===== src/rtl/fetch_sequencer.sv =====
// fetch_sequencer: instruction fetch / issue sequencer feeding the control unit.
// Fetches an instruction over a req/ready handshake, latches it in the
// instruction register, pulses issue_valid for one decode cycle, then waits
// for exec_done and advances the PC sequentially or to a redirect target.
// Optional feature macro: FETCH_HALT_EN (opcode 4'b1111 enters a HALT state).
module fetch_sequencer #(
  parameter logic [7:0] RESET_PC = 8'h00,
  parameter int         INSTR_W  = 16
) (
  input  logic               clk,
  input  logic               rst,
  output logic               imem_req,
  output logic [7:0]         imem_addr,
  input  logic               imem_ready,
  input  logic [INSTR_W-1:0] imem_rdata,
  output logic [3:0]         opcode,
  output logic [7:0]         operand,
  output logic               issue_valid,
  input  logic               exec_done,
  input  logic               jump,
  input  logic               branch_taken,
  input  logic [7:0]         target_addr,
  output logic [7:0]         pc,
  output logic               halted
);

  typedef enum logic [2:0] {
    IDLE,
    FETCH,
    DECODE,
    EXEC
`ifdef FETCH_HALT_EN
    , HALT
`endif
  } state_t;

  state_t             state_reg;
  logic [7:0]         pc_reg;
  logic [INSTR_W-1:0] ir_reg;
  logic               req_reg;
  logic               issue_reg;
`ifdef FETCH_HALT_EN
  logic               halted_reg;
`endif

  // Sequencer FSM: state, PC, instruction register and registered strobes.
  always_ff @(posedge clk or posedge rst) begin
    if (rst) begin
      state_reg  <= IDLE;
      pc_reg     <= RESET_PC;
      ir_reg     <= '0;
      req_reg    <= 1'b0;
      issue_reg  <= 1'b0;
`ifdef FETCH_HALT_EN
      halted_reg <= 1'b0;
`endif
    end else begin
      case (state_reg)
        IDLE: begin
          state_reg <= FETCH;
          req_reg   <= 1'b1;
        end
        FETCH: begin
          // Address and request stay put until memory answers.
          if (imem_ready) begin
            ir_reg    <= imem_rdata;
            state_reg <= DECODE;
            req_reg   <= 1'b0;
            issue_reg <= 1'b1;
          end
        end
        DECODE: begin
          issue_reg <= 1'b0;
`ifdef FETCH_HALT_EN
          if (ir_reg[INSTR_W-1 -: 4] == 4'hF) begin
            state_reg  <= HALT;
            halted_reg <= 1'b1;
          end else begin
            state_reg <= EXEC;
          end
`else
          state_reg <= EXEC;
`endif
        end
        EXEC: begin
          // jump and branch_taken together still mean a single redirect.
          if (exec_done) begin
            pc_reg    <= (jump || branch_taken) ? target_addr : pc_reg + 8'd1;
            state_reg <= FETCH;
            req_reg   <= 1'b1;
          end
        end
`ifdef FETCH_HALT_EN
        HALT: begin
          state_reg <= HALT;
        end
`endif
        default: begin
          state_reg <= IDLE;
          req_reg   <= 1'b0;
          issue_reg <= 1'b0;
        end
      endcase
    end
  end

  assign imem_req    = req_reg;
  assign imem_addr   = pc_reg;
  assign pc          = pc_reg;
  assign issue_valid = issue_reg;
  assign opcode      = ir_reg[INSTR_W-1 -: 4];
  assign operand     = ir_reg[7:0];
`ifdef FETCH_HALT_EN
  assign halted      = halted_reg;
`else
  assign halted      = 1'b0;
`endif

endmodule


===== config.mk =====
export PLATFORM = sky130hd
export DESIGN_NAME = fetch_sequencer
export DESIGN_NICKNAME = d
export VERILOG_FILES = /design/src/rtl/fetch_sequencer.sv
export SDC_FILE = /design/constraint.sdc
export NUM_CORES = 1
export LEC_CHECK = 0
export CAP_MARGIN = 20
export CORE_UTILIZATION = 36
export DETAILED_ROUTE_END_ITERATION = 16
export GPL_ROUTABILITY_DRIVEN = 0
export PLACE_DENSITY = 0.73
export SETUP_SLACK_MARGIN = 0.1
export SLEW_MARGIN = 0
export SYNTH_ARGS = -nofsm -noshare
export SYNTH_HDL_FRONTEND = slang
export SYNTH_SLANG_ARGS = --single-unit

===== constraint.sdc =====
create_clock -name clk -period 1.4 [get_ports clk]
set_input_delay 0.35 -clock clk [delete_from_list [all_inputs] [get_ports clk]]
set_output_delay 0.35 -clock clk [all_outputs]
set_load 0.05 [all_outputs]

==> run summary <==
dpl hpwl: 2530 um
largest net degree at the start of global routing: 25
DR vias: 1276
total power: 7.92 mW
total grt overflow: 0
Least-Margin Pin Slew: 576 ps
MaxCap Viol Count: 0
Hold Fails Final Rpt: 0
outcome: complete, no violations
synthesized instance count: 115
Main synth FF type: dfrtp_1
root buffer cell: clkbuf_4
H-Tree Depth: 1
final instance area: 0.00270 sq mm
row count: 21
critical path type: reg -> out
die height: 61.2 um
CP max FO: 3
n_diodes: 0
max reg flops: 12
Tcrit/Tclk final: 99.6%
crit path launch type: flip-flop
Cell Pwr Density: 2930 mW/mm^2
vias per cell: 5.36
Hold Crit Class: in -> async
Post-Route WL: 4400 um
f_max: 0.717 GHz
Initial Util: 37.9%
Crit path required time: 1050 ps
Top-Level Pins: 61
antenna-violating nets left: 0
GRT Overall Usage: 21.7%
max-slew violation count: 0
Arr. time, crit path: 1040 ps
synthesized flop and latch total: 24
Mean Syn Cell Area: 11.0 sq um
filler instances: 179
vias in the first global route: 1229
TritonRoute pass-1 iters: 4
setup TNS: 0 ps
CTS Hold Bufs: 0
Synthesis Warnings: 0
RSZ-0062 raised after global routing: yes
fraction of layout cells with a size suffix above 1: 59.9%
register area share after synthesis: 47.5%
DIE WIDTH: 61.2 um
maximum vdd ir drop: 2.07 mV
CORE AREA: 0.00334 sq mm
syn nets: 150
CTS Buffer Depth: 2
initial antenna violation count: 0
cell area after synthesis: 0.00126 sq mm
Final min period: 1390 ps
CTS tree: built
die area: 0.00375 sq mm
clock latency on the worst-skew pair: 320 ps
CTS Buf Count: 3
Setup crit end kind: primary output
Slew headroom: 61.6%
# nets final: 228
Area Growth Syn to Fin: 114%
final setup fails: 0
Yosys cell types: 36
DRT iter0 DRCs: 41
fin util: 81.0%
number of synthesized flops with an enable pin: 0
wire length per cell: 18.5 um
Clock Skew: 1.46 ps
fraction of registers with async set/reset: 100%
Leakage: 1.19 nW
drt drc: 0
CTS Sinks: 24
Clk pin slew, worst setup/hold paths: 140 ps
first-pass GRT wire length: 5800 um
placed cell area: 0.00218 sq mm
Port Buffers: 55
## per-layer routing
layer | up-vias | GRT usage (%) | part of all wire [%]
met2 | 65 | 36.3 | 53
li1 | 570 | - | -
met4 | 0 | 11.7 | 4.1
met3 | 18 | 3.78 | 5.1
met5 | - | 0 | 0
met1 | 623 | 26.7 | 37
## worst max-delay path, stage by stage, from the launching register on
cell and delay [ps]:
dfrtp_2 450, buf_6 140, buf_12 140
## worst paths after layout
kind	slack [ps]	from	to	cells after the start
worst max register to register	40	state_reg[1]	ir_reg[1]	5
worst min register to register	590	ir_reg[13]	ir_reg[13]	1
min in group clk	560	branch_taken	imem_addr[0]	3
worst min-delay path	360	rst	ir_reg[0]	3
worst max-delay path	6	imem_addr[0]	pc[0]	2
max in group asynchronous	780	rst	imem_addr[2]	3
## report_power, final
part           internal, mW  switching (mW)
logic                  3.03            2.80
registers              1.07           0.505
clock network         0.289           0.224
total                  4.39            3.53
## kinds of logic after synthesis
group,count (synthesis),share of synthesized area [%]
AO/OA/AOI/OAI,22,11.6
adder cells (fa/ha/maj),5,4.95
buffers and inverters,19,9.11
flip-flops,24,47.5
multiplexers,16,14.0
other,1,0.297
AND/OR/NAND/NOR,28,12.6
## cell type report
type / count / area (sq um) / area share [%]
repair buffers: 84 / 1140 / 42.1
multi-input cells: 73 / 811 / 30.0
flip-flops and latches: 24 / 613 / 22.7
well taps: 46 / 57.6 / 2.13
clock inverters: 1 / 30.0 / 1.11
inverters: 7 / 28.8 / 1.07
clock buffers: 3 / 22.5 / 0.834
## Yosys cell counts (all sizes together), types with 2 or more instances
library cell  instances  area share, %
dfrtp                24             48
mux2                 13             12
buf                  12            7.0
inv                   7            2.1
ha                    5            5.0
nand2                 5            1.5
nor3                  5            2.0
a21oi                 4            1.6
nand3                 4            1.6
o21ai                 4            1.6
mux2i                 3            2.4
o22ai                 3            1.5
and4                  2            1.4
nand4                 2           0.99
nor2                  2           0.59
nor4                  2           0.99
## per-stage QoR
stage                     instances  hold slack, ps  setup slack, ps
after global placement          213             554             -238
final                           238             360             6.11
after global routing            238             410            -30.2
after detailed placement        213             562             -336
after floorplan                 115             364             61.1
after CTS                       231             364           -0.333
## layout by cell type (no fill, tap or decap), drive strengths merged, types with 3 or more instances in the layout
cell / count
a21oi: 4
buf: 59
clkbuf: 3
clkdlybuf4s50: 22
dfrtp: 24
ha: 5
inv: 7
mux2: 13
mux2i: 3
nand2: 6
nand3: 4
nor3: 5
o21ai: 4
o22ai: 3
## repair_timing
| action | 4_1_cts | 5_1_grt |
|---|---|---|
| endpoints found under the setup margin | 38 | 50 |
| setup buffers | 14 | 6 |
| gates resized for setup | 28 | 40 |
| cloned | 0 | 1 |
| pin swaps | 6 | 16 |
(Power assumes the default switching activity.)
